`config.mk`:
```
export PLATFORM = sky130hd
export DESIGN_NAME = spi_rx_buffer
export DESIGN_NICKNAME = d
export VERILOG_FILES = /design/src/rtl/spi_pkg.sv /design/src/rtl/sync_fifo.sv /design/src/rtl/spi_rx_buffer.sv
export SDC_FILE = /design/constraint.sdc
export NUM_CORES = 1
export LEC_CHECK = 0
export BUFFER_PORTS_ARGS = -buffer_cell sky130_fd_sc_hd__clkbuf_2
export CORE_MARGIN = 1.5
export CORE_UTILIZATION = 60
export DETAILED_ROUTE_END_ITERATION = 8
export PLACE_DENSITY = 0.79
export SYNTH_ARGS = -nofsm -noshare
export SYNTH_HDL_FRONTEND = slang
export SYNTH_HIERARCHICAL = 1
export SYNTH_SLANG_ARGS = --single-unit
```
`constraint.sdc`:
```
create_clock -name clk -period 8 [get_ports clk]
set_clock_uncertainty 0.1 [all_clocks]
set_input_delay 1.6 -clock clk [delete_from_list [all_inputs] [get_ports clk]]
set_output_delay 1.6 -clock clk [all_outputs]
set_load 0.005 [all_outputs]
```
`src/rtl/spi_pkg.sv`:
```
// Shared definitions for the SPI receive path.
// Contents:
//   SPI_BYTE_W       - width of one SPI data byte
//   CFG_*            - bit positions of the top_gen configuration byte fields
//   rx_state_t       - receive-buffer handshake states
package spi_pkg;

  localparam int SPI_BYTE_W = 8;

  // top_gen configuration byte layout
  localparam int CFG_MODE_BIT = 7;
  localparam int CFG_LEN_BIT  = 6;
  localparam int CFG_CPOL_BIT = 5;
  localparam int CFG_CPHA_BIT = 4;
  localparam int CFG_DIV_MSB  = 3;
  localparam int CFG_DIV_LSB  = 1;

  typedef enum logic [1:0] {
    IDLE       = 2'd0,
    WAIT_SPACE = 2'd1,
    ACK        = 2'd2
  } rx_state_t;

endpackage

```
`src/rtl/sync_fifo.sv`:
```
// Single-clock show-ahead FIFO.
// Ports:
//   clk, rst (async, active low)
//   push, wr_data   - write request and data; accepted when not full or
//                     when a pop happens in the same cycle
//   pop             - read request; ignored when empty
//   rd_data         - head entry (0 when empty)
//   count           - occupancy, one bit wider than the pointers
//   full, empty     - occupancy flags
module sync_fifo #(
  parameter int DEPTH = 8,
  parameter int WIDTH = 8
) (
  input  logic                     clk,
  input  logic                     rst,
  input  logic                     push,
  input  logic [WIDTH-1:0]         wr_data,
  input  logic                     pop,
  output logic [WIDTH-1:0]         rd_data,
  output logic [$clog2(DEPTH):0]   count,
  output logic                     full,
  output logic                     empty
);

  localparam int AW = $clog2(DEPTH);

  logic [WIDTH-1:0] mem [DEPTH];
  logic [AW-1:0]    wr_ptr;
  logic [AW-1:0]    rd_ptr;
  logic [AW:0]      cnt;
  logic             do_push;
  logic             do_pop;

  assign empty   = (cnt == '0);
  assign full    = (cnt == (AW+1)'(DEPTH));
  assign do_pop  = pop & ~empty;
  // A full FIFO can still take a write when the head leaves in the same cycle.
  assign do_push = push & (~full | do_pop);
  assign count   = cnt;
  assign rd_data = empty ? '0 : mem[rd_ptr];

  always_ff @(posedge clk) begin
    if (do_push) mem[wr_ptr] <= wr_data;
  end

  always_ff @(posedge clk or negedge rst) begin
    if (!rst) begin
      wr_ptr <= '0;
      rd_ptr <= '0;
      cnt    <= '0;
    end else begin
      if (do_push) wr_ptr <= wr_ptr + 1'b1;
      if (do_pop)  rd_ptr <= rd_ptr + 1'b1;
      case ({do_push, do_pop})
        2'b10:   cnt <= cnt + 1'b1;
        2'b01:   cnt <= cnt - 1'b1;
        default: cnt <= cnt;
      endcase
    end
  end

endmodule

```
`src/rtl/spi_rx_buffer.sv`:
```
// Receive-side consumer for top_gen: captures each completed SPI byte into a
// show-ahead FIFO and drives top_gen's received acknowledge.
// Ports:
//   clk, rst (async, active low)
//   en          - capture enable
//   led_in      - received byte from top_gen
//   ready_in    - top_gen byte-ready, rising edge marks a new byte
//   received    - acknowledge back to top_gen
//   rd_en       - consumer pop; rd_data/rd_valid show the FIFO head
//   count, full - FIFO occupancy
//   overflow    - sticky, byte dropped on full (drop policy only)
//   timeout     - sticky, ready_in never fell while acknowledging
//   clr_flags   - clears overflow/timeout; a simultaneous set wins
//
// state      | meaning
// IDLE       | waiting for a ready_in rising edge
// WAIT_SPACE | byte pending, FIFO full, acknowledge withheld
// ACK        | received high until ready_in falls or the timeout expires
module spi_rx_buffer
  import spi_pkg::*;
#(
  parameter int DEPTH         = 8,
  parameter int BLOCK_ON_FULL = 1,
  parameter int ACK_TIMEOUT   = 255
) (
  input  logic                    clk,
  input  logic                    rst,
  input  logic                    en,
  input  logic [SPI_BYTE_W-1:0]   led_in,
  input  logic                    ready_in,
  output logic                    received,
  input  logic                    rd_en,
  output logic [SPI_BYTE_W-1:0]   rd_data,
  output logic                    rd_valid,
  output logic [$clog2(DEPTH):0]  count,
  output logic                    full,
  output logic                    overflow,
  output logic                    timeout,
  input  logic                    clr_flags
);

  localparam int TMO_W = 8;

  rx_state_t        state;
  rx_state_t        state_nxt;
  logic             ready_q;
  logic             ready_rise;
  logic [TMO_W-1:0] tmo_cnt;
  logic [TMO_W-1:0] tmo_cnt_nxt;
  logic             received_nxt;
  logic             overflow_set;
  logic             timeout_set;
  logic             push;
  logic             empty;

  assign ready_rise = ready_in & ~ready_q;
  assign rd_valid   = ~empty;

  sync_fifo #(
    .DEPTH (DEPTH),
    .WIDTH (SPI_BYTE_W)
  ) u_fifo (
    .clk     (clk),
    .rst     (rst),
    .push    (push),
    .wr_data (led_in),
    .pop     (rd_en),
    .rd_data (rd_data),
    .count   (count),
    .full    (full),
    .empty   (empty)
  );

  always_comb begin
    state_nxt    = state;
    push         = 1'b0;
    received_nxt = 1'b0;
    tmo_cnt_nxt  = '0;
    overflow_set = 1'b0;
    timeout_set  = 1'b0;
    case (state)
      IDLE: begin
        if (ready_rise && en) begin
          if (!full || rd_en) begin
            push         = 1'b1;
            received_nxt = 1'b1;
            state_nxt    = ACK;
          end else if (BLOCK_ON_FULL != 0) begin
            state_nxt = WAIT_SPACE;
          end else begin
            overflow_set = 1'b1;
            received_nxt = 1'b1;
            state_nxt    = ACK;
          end
        end
      end
      WAIT_SPACE: begin
        // led_in is only trustworthy while ready_in is high
        if (!ready_in) begin
          state_nxt = IDLE;
        end else if (rd_en || !full) begin
          push         = 1'b1;
          received_nxt = 1'b1;
          state_nxt    = ACK;
        end
      end
      ACK: begin
        if (!ready_in) begin
          state_nxt = IDLE;
        end else if (tmo_cnt == TMO_W'(ACK_TIMEOUT - 1)) begin
          timeout_set = 1'b1;
          state_nxt   = IDLE;
        end else begin
          received_nxt = 1'b1;
          tmo_cnt_nxt  = tmo_cnt + 1'b1;
        end
      end
      default: state_nxt = IDLE;
    endcase
  end

  always_ff @(posedge clk or negedge rst) begin
    if (!rst) begin
      state    <= IDLE;
      ready_q  <= 1'b1;  // a ready_in already high at release is not a new byte
      tmo_cnt  <= '0;
      received <= 1'b0;
      overflow <= 1'b0;
      timeout  <= 1'b0;
    end else begin
      state    <= state_nxt;
      ready_q  <= ready_in;
      tmo_cnt  <= tmo_cnt_nxt;
      received <= received_nxt;
      if (overflow_set)   overflow <= 1'b1;
      else if (clr_flags) overflow <= 1'b0;
      if (timeout_set)    timeout  <= 1'b1;
      else if (clr_flags) timeout  <= 1'b0;
    end
  end

endmodule

```
# --- Yosys cells after proc, flatten, opt, wreduce, memory -nomap -nowiden ---
# Memories as Yosys holds them, arrays and structs flattened.
# Cells that the tools add are included.
# W data, S select, Z words.
word_totals:
  ff_bits: 23
  latchBits: 0
  ramBits: 64
  rom_bits: 0
  input_bits: 14
  output_inout_bits: 17
  elab_cells: 64
  mem_count: 1
memory_table:
  columns: ["memory", "depth", "word_bits", "rd", "rd_clocked_by_memory_dff", "wr", "line", "source"]
  rows:
  - ["u_fifo.mem", 8, 8, 1, 0, 1, "sync_fifo.sv:27", "logic [WIDTH-1:0] mem [DEPTH];"]
op_classes:
  n_addsub: 5
  multipliers: 0
  div_mod_pow: 0
  n_lt_le_gt_ge: 0
  n_eq_ne: 9
  shift: 0
  mux: 26
  n_bitwise: 7
  n_reduce_logical: 8
op_table:
  columns: ["cell", "count"]
  rows:
  - ["$mux W8", 4]
  - ["$mux W1", 12]
  - ["$mux W2", 6]
  - ["$add A8 B1 Y8 const B", 1]
  - ["$eq A8 B8 Y1 const B", 1]
  - ["$pmux W4 S2", 1]
  - ["$add A3 B1 Y3 const B", 2]
  - ["$ne A3 B3 Y1 const B", 2]
  - ["$pmux W2 S3", 1]
  - ["$add A4 B1 Y4 const B", 1]
  - ["$eq A2 B1 Y1 const B", 2]
  - ["$eq A2 B2 Y1 const B", 2]
  - ["$eq A4 B4 Y1 const B", 1]
  - ["$logic_not A4 Y1", 1]
  - ["$reduce_bool A2 Y1", 2]
  - ["$sub A4 B1 Y4 const B", 1]
  - ["$and A1 B1 Y1", 3]
  - ["$not A1 Y1", 3]
  - ["$pmux W1 S3", 1]
  - ["$reduce_and A3 Y1", 1]
  - ["$logic_not A2 Y1", 1]
  - ["$ne A2 B2 Y1 const B", 1]
  - ["$pmux W1 S2", 1]
  - ["$logic_and A1 B1 Y1", 1]
  - ["3 further kinds", 3]

# --- Longest topological paths before layout ---
# Gate-level depths: netlist of run 1.
depth:
  depth_word: 9
  ltp_mapped: 14
  depth_no_buf: 13

# --- By module ---
# The synthesis of run 1 kept the hierarchy.
modules_own_cells:
  columns: ["module", "instances", "cells_per_inst", "area_per_inst_um2"]
  rows:
  - ["sync_fifo", 1, 160, 3055.4]
  - ["spi_rx_buffer", 1, 58, 610.6]

# --- Worst setup path before layout of run 1 ---
# OpenSTA, ideal clock, no wires.
synth_timing:
  path_type: "input -> register"
  from: "input port ready_in"
  to: "memory u_fifo.mem[0][0] (enable)"
  setup_ns: 0.395
  arrival_ns: 3.024
  t_required_ns: 7.505
  setup_slack_ns: 4.482
  path_stages: 6
  path_buffers: 0
  path_cell_list: "nor2b_1 > o21ai_0 > nor2_1 > o21a_4 > inv_6 > nor4_1"
synth_via:
  elab_chain_cells: 7
  word_cells_on_any_way: 8
synth_rtl:
  columns: ["item", "line", "source"]
  rows:
  - ["from (decl)", "spi_rx_buffer.sv:30", "input logic ready_in,"]
  - ["$and A1 B1 Y1", "spi_rx_buffer.sv:56", "assign ready_rise = ready_in & ~ready_q;"]
  - ["$logic_and A1 B1 Y1", "spi_rx_buffer.sv:83", "if (ready_rise && en) begin"]
  - ["$mux W1", "spi_rx_buffer.sv:83", null]
  - ["$pmux W1 S2 (*)", "spi_rx_buffer.sv:81", "case (state)"]
  - ["net push", "spi_rx_buffer.sv:53", "logic push;"]
  - ["$and A1 B1 Y1 (*)", "sync_fifo.sv:38", "assign do_push = push & (~full | do_pop);"]
  - ["$mux W1 (*)", "sync_fifo.sv:43", "if (do_push) mem[wr_ptr] <= wr_data;"]
  - ["$mux W1 (not written as such) (*)", "sync_fifo.sv:43", null]
  - ["to (decl)", "sync_fifo.sv:27", null]
# The timed path passes the listed nets; every way through them passes the cells marked *.

# --- Final worst setup path of run 1 ---
layout_timing:
  from: "register u_fifo.rd_ptr[0]"
  to: "output port rd_data[6]"
layout_via:
  elab_chain_cells: 2
layout_rtl:
  columns: ["item", "line", "source"]
  rows:
  - ["from (decl)", "sync_fifo.sv:29", "logic [AW-1:0] rd_ptr;"]
  - ["from (signal assigned)", "sync_fifo.sv:53", "if (do_pop) rd_ptr <= rd_ptr + 1'b1;"]
  - ["$mem_v2 Z8 W8", null, null]
  - ["$mux W8", "sync_fifo.sv:40", "assign rd_data = empty ? '0 : mem[rd_ptr];"]
  - ["to (decl)", "spi_rx_buffer.sv:33", "output logic [SPI_BYTE_W-1:0] rd_data,"]
# Every way passes these cells.

==> impl_results.md, run 1 <==
* I/O Pins at 31
* CTS tree: yes
* Vias per inst at 5.898
* Placer Congestion at between 0.7 and 0.8
* Area growth syn-to-layout at 10.65%
* Dpl ws at ~4 ns
* Final setup fails at 0
* Crit Path Class: reg -> out
* Distinct cells, synth at 46
* Worst setup margin at around 3.9 ns
* WP data arrival at approximately 2.4 ns
* VDD IR max at 0.1576 mV
* Switch Pwr at roughly 380 uW
* Final core area utilization at between 60 and 70%
* Ant diodes at 0
* Clock root buffer: clkbuf_8
* Post-CTS setup buffer count at 0
* Nets at ~270
* HP Class: reg -> reg
* Async S/R FF share, synth at roughly a quarter
* Initial Util at around three fifths
* DRT iter0 DRCs at 154
* Clock sink total at between 80 and 90
* Syn Area/Cell at ~17 um^2
* Hold depth at 2
* Global route total overflow at 0
* Worst r2r path cells at 13
* Gr usage total at 21.92%
* Part of the power in the clock network at about a quarter
* Slew @ Worst Pin at about 1.4 ns
* Slew Viols, Final at 0
* Die area at about 0.0066 mm^2
* Sw Ratio at 31.42%
* Row cnt at 28
* Yosys warns at 6
* MaxCap Viol Count at 0
* LEAKAGE at between 1.5 and 2 nW
* Worst skew pair latency at ~0.35 ns
* Crit share post-route at between 50% and 60%
* WL final at 6292 um
* Die W at ~81 um
* CP required at ~6.3 ns
* Peak Freq at roughly 240 MHz
* CP endpoint kind: output pin
* Post-CTS Hold Buffers at 0
* Reg clk slew, reported paths at around 0.09 ns
* IO buf count at 29
* PostCTS Resize Cnt at 0
* Layout cell share with drive strength beyond 1 at between 20% and 30%
* Cells after synthesis at ~220
* Htree depth at 3
* Cts bufs inserted at 9
* DP HPWL at between 3000 and 4000 um
* Sequential area share after synthesis at slightly below 70%
* Min Clock Period, post-route at roughly 4.1 ns
* Power Density at around 300 mW/mm^2
* Pint at just over 800 uW
* DIE HEIGHT at between 80 and 90 um
* Initial antenna violation count at 0
* Post-Layout Cell Count at 333
* Antenna viol nets, final at 0
* Number of global-route vias before repair at about 2000
* DRC viols at 0
* First-pass GRT wire length at ~10000 um
* Placed insts at ~320
* CTS Buffer Depth at 2
* Outcome: completed
* Setup TNS at 0 ns
* Fin Hold WS at 0.4375 ns
* Synth area leaders: edfxtp_1, dfrtp_1, mux4_2
* Core ar. at around 0.0059 mm^2
* Flops & latches, synth at between 80 and 90
* Seq pwr share at between 50% and 60%
* Largest net degree at the start of global routing at 24
* Combinational share of power at around a quarter
* Via count at 1964
* Cell taking the most area after synthesis: edfxtp_1
* RSZ-0062 raised after global routing: no
* Relative slew slack at under 10%
* Routed wire per std cell at between 15 and 20 um
* CP Max Fanout at 18
* First-pass DRT Iterations at 4
* Syn Std Cell Area at between 0.003 and 0.004 mm^2
* Setup crit start kind: flip-flop
* Top_reg_cell synth: edfxtp_1
* Post-synth EDFFs at 64
* Share of Yosys cell area claimed by the top area cell type at between 50 and 60%
* Hold Vio Cnt, Final at 0
* Syn nets at approximately 240
final timing paths:
kind                       slack (ns)               end             start
max                              3.89        rd_data[6]  u_fifo/rd_ptr[0]
min                              0.44           timeout           timeout
max reg2reg                      5.02   u_fifo/count[2]   u_fifo/count[1]
min reg2reg                      0.44           timeout           timeout
max in group asynchronous        6.28  u_fifo/rd_ptr[1]               rst
min in group asynchronous        1.13   u_fifo/count[3]               rst
power by group through the flow:
stage	logic, mW	registers [mW]	clock network [mW]
floorplan	0.272	0.568	0
global route	0.332	0.635	0.305
finish	0.298	0.622	0.279
global placement	0.291	0.633	0
CTS	0.301	0.623	0.286
detailed placement	0.300	0.634	0
routing by layer:
metal	global-route usage (%)	up-vias	routed length (um)
met5	0	-	0
met4	7.759	0	91
met3	6.067	10	279
met2	33.83	45	3068
met1	30.23	1000	2853
li1	-	909	-
Yosys cell counts (2+ instances only):
| cell | count |
|---|---|
| mux4_2 | 16 |
| dfrtp_1 | 22 |
| a31oi_1 | 2 |
| nor2b_1 | 4 |
| nand2b_1 | 3 |
| edfxtp_1 | 64 |
| xor2_1 | 5 |
| a21oi_1 | 5 |
| xnor2_1 | 6 |
| nor2_1 | 17 |
| buf_4 | 2 |
| buf_1 | 2 |
| nand2_2 | 2 |
| nor3_1 | 7 |
| nor4_1 | 2 |
| o21ai_0 | 3 |
| mux2i_1 | 8 |
| ha_1 | 7 |
| nand2_1 | 6 |
| nand3b_1 | 2 |
| a21o_1 | 2 |
| inv_1 | 5 |
| nand3_1 | 3 |
cells in the final DEF (no fill, tap or decap), types with 4 or more instances in the layout:
| cell type | Yosys | layout |
|---|---|---|
| inv_1 | 5 | 5 |
| dfrtp_1 | 22 | 22 |
| a21oi_1 | 5 | 5 |
| edfxtp_1 | 64 | 64 |
| nand2_1 | 6 | 6 |
| nor2_1 | 17 | 17 |
| ha_1 | 7 | 7 |
| mux2i_1 | 8 | 8 |
| clkbuf_2 | 1 | 29 |
| clkbuf_8 | 0 | 9 |
| xnor2_1 | 6 | 6 |
| nor3_1 | 7 | 7 |
| nor2b_1 | 4 | 4 |
| xor2_1 | 5 | 5 |
| mux4_2 | 16 | 16 |
per-stage QoR:
step | power (mW) | cell area (um^2)
after global placement | 0.9245 | 3876
after floorplan | 0.8401 | 3666
final | 1.199 | 4056
after global routing | 1.272 | 4056
after CTS | 1.211 | 4056
after detailed placement | 0.9341 | 3876
layout make-up:
cell class	instances	area (um^2)
fill	413	1864
tap	75	93.84
multi-input combinational	118	1096
inverter	6	27.53
clock buffer	9	123.9
timing repair buffer	31	160.2
clock inverter	7	56.30
sequential	87	2499
sequential cells by signal, indices dropped and copies added, names as in the netlist, 2 cells and up:
register       cells
u_fifo/mem        64
tmo_cnt            8
u_fifo/count       4
u_fifo/rd_ptr      3
u_fifo/wr_ptr      3
state              2
worst max-delay path: stages, from the launching register on:
cell and delay, ns:
dfrtp_1 1.04, mux4_2 0.61, mux2i_1 0.20, nor2_1 0.06
clkbuf_2 0.14
cells by family after synthesis:
group / synth area share [%]
other: 0.1023
AND/OR/NAND/NOR: 8.634
adder cells (fa/ha/maj): 2.389
XOR/XNOR: 2.628
multiplexers: 12.73
flip-flops: 68.16
buffers and inverters: 1.945
AO/OA/AOI/OAI: 3.413
(Power assumes the default switching activity.)
==> run 2, diff against run 1 <==
- CORE_UTILIZATION: 60 -> 59
- PLACE_DENSITY: 0.79 -> 0.78
- clock period: 8 -> 4 ns (I/O delays scaled with it)
==> impl_results.md, run 2 (synthesis results as in run 1) <==
* Outcome: completed
* First-pass DRT Iterations at 4 (unchanged)
* I/O Pins at 31 (unchanged)
* Relative slew slack at 39.56% (+32 points)
* CP endpoint kind: output pin
* VDD IR max at 0.3557 mV (+130%)
* Slew Viols, Final at 0 (unchanged)
* Gr usage total at 21.67% (-0.24 points)
* Worst r2r src: u_fifo/count[1]
* Reg-to-reg endpoint: u_fifo/count[3]
* Clock sink total at 87 (unchanged)
* Vias per inst at 5.672 (-3.8%)
* Crit Path Class: reg -> out
* Crit path cell chain: buf_4, mux4_2, mux2i_1, nor2_1, clkbuf_2
* Layout cell share with drive strength beyond 1 at 30.42% (+1.3 points)
* Worst skew pair latency at 0.35 ns (about the same)
* GRT Max-Usage Layer: met2
* Post-CTS Hold Buffers at 0 (unchanged)
* Final setup fails at 0 (unchanged)
* Commonest cells after routing, fill and taps aside: edfxtp_1, clkbuf_2, dfrtp_1, nor2_1, mux4_2
* Antenna viol nets, final at 0 (unchanged)
* FF-to-FF setup slack at 1.03 ns (-3.99 ns)
* Die W at 81.83 um (+0.81%)
* WL final at 6464 um (+2.7%)
* Nets at 279 (+1.8%)
* Slew @ Worst Pin at 0.9032 ns (-0.4680 ns)
* Most flops, register: u_fifo/mem
* Total Power at 2.502 mW (+110%)
* Global route total overflow at 0 (unchanged)
* Initial Util at 61.55% (-0.36 points)
* IO buf count at 29 (unchanged)
* Power Density at 604.2 mW/mm^2 (+100%)
* DRC viols at 0 (unchanged)
* MaxCap Viol Count at 0 (unchanged)
* DP HPWL at 4171 um (+4.7%)
* Reg clk slew, reported paths at 0.09 ns (about the same)
* Peak Freq at ~320 MHz
* Met3 usage at 4.000% (-2.1 points)
* Clock root buffer: clkbuf_8
* Row cnt at 28 (unchanged)
* Setup TNS at 0 ns (unchanged)
* Routed wire per std cell at 19.12 um (+1.2%)
* Ant diodes at 0 (unchanged)
* Post-CTS setup buffer count at 0 (unchanged)
* Largest net degree at the start of global routing at 24 (unchanged)
* GR Util met1 at 29.30% (-0.93 points)
* Hold Vio Cnt, Final at 0 (unchanged)
* Die area at 0.006695 mm^2 (+1.6%)
* Min Clock Period, post-route at 3.088 ns
* Cts bufs inserted at 9 (unchanged)
* Setup crit start kind: flip-flop
* CP Max Fanout at 10 (-8)
* CTS tree: yes
* Number of global-route vias before repair at 1877 (-4.9%)
* Final core area utilization at 69.54% (+1.0 points)
* LEAKAGE at 1.565 nW (+3.6%)
* Htree depth at 3 (unchanged)
* Via count at 1917 (-2.4%)
* Worst r2r path cells at 11 (-2)
* DIE HEIGHT at 81.83 um (+0.81%)
* CTS Buffer Depth at 2 (unchanged)
* CP required at 3.10 ns (-3.20 ns)
* Placer Congestion at 0.8307 (+14%)
* Core ar. at 0.005956 mm^2 (+0.59%)
* RSZ-0062 raised after global routing: no
* PostCTS Resize Cnt at 0 (unchanged)
* GR Util met2 at 34.59% (+0.76 points)
* Slowest cell on the critical path: dfrtp_1
* Max reg flops at 64 (unchanged)
* First-pass GRT wire length at 9839 um (-1.5%)
* WP data arrival at 2.19 ns (-0.22 ns)
* Worst path max stage delay at 0.64 ns (-0.40 ns)
* Area growth syn-to-layout at 12.97%
* HP Class: in -> async
* Initial antenna violation count at 0 (unchanged)
* DRT iter0 DRCs at 86 (-44%)
* Most common cell after layout, fill and taps aside: edfxtp_1
* Crit share post-route at around 77%
## run 2: area by class of cell
cell class	count	area (um^2)
sequential	87	2499
tap	75	93.84
multi-input combinational	118	1102
timing repair buffer	36	197.7
inverter	6	27.53
clock buffer	14	206.4
clock inverter	2	15.01
fill	415	1814
## run 2: worst max-delay path by stage
| stage | to | cells after the start | slack (ns) | from |
|---|---|---|---|---|
| 2_1_floorplan | u_fifo/count[2] | 14 | 1.18 | u_fifo/count[1] |
| 3_3_place_gp | u_fifo/count[2] | 13 | 1.11 | en |
| 4_1_cts | rd_data[5] | 5 | 0.87 | u_fifo/rd_ptr[0] |
| 5_1_grt | rd_data[5] | 5 | 0.72 | u_fifo/rd_ptr[0] |
| 6_report | rd_data[5] | 5 | 0.91 | u_fifo/rd_ptr[0] |
| 3_5_place_dp | u_fifo/count[2] | 13 | 1.01 | ready_in |
## run 2: power breakdown
| part | leakage (nW) | switching [mW] | total, mW | internal (mW) |
|---|---|---|---|---|
| Sequential | 0.871 | 0.174 | 1.22 | 1.05 |
| Clock | 0.113 | 0.299 | 0.641 | 0.342 |
| Combinational | 0.581 | 0.263 | 0.640 | 0.377 |
| Total | 1.57 | 0.737 | 2.50 | 1.77 |
## run 2: per-stage QoR
stage          area (um^2)  hold slack [ns]  worst slack [ns]  std cells
2_1_floorplan         3666           0.4044             1.181        218
3_3_place_gp          3920           0.4242             1.106        322
3_5_place_dp          3920           0.4336             1.009        322
4_1_cts               4141           0.3384            0.8662        338
5_1_grt               4141           0.3702            0.7237        338
6_report              4141           0.3325            0.9125        338
## run 2: critical path, delay by kind of cell, from the launching register on
family                 cells  cell delay [ns]
flip-flops                 1             0.64
multiplexers               2             0.71
AND/OR/NAND/NOR            1             0.06
buffers and inverters      2             0.44
## run 2: per-layer routing
metal,part of all wire [%],wire length (um)
met1,45,2883
met2,52,3338
met3,2.2,140
met4,1.5,100
met5,0,0
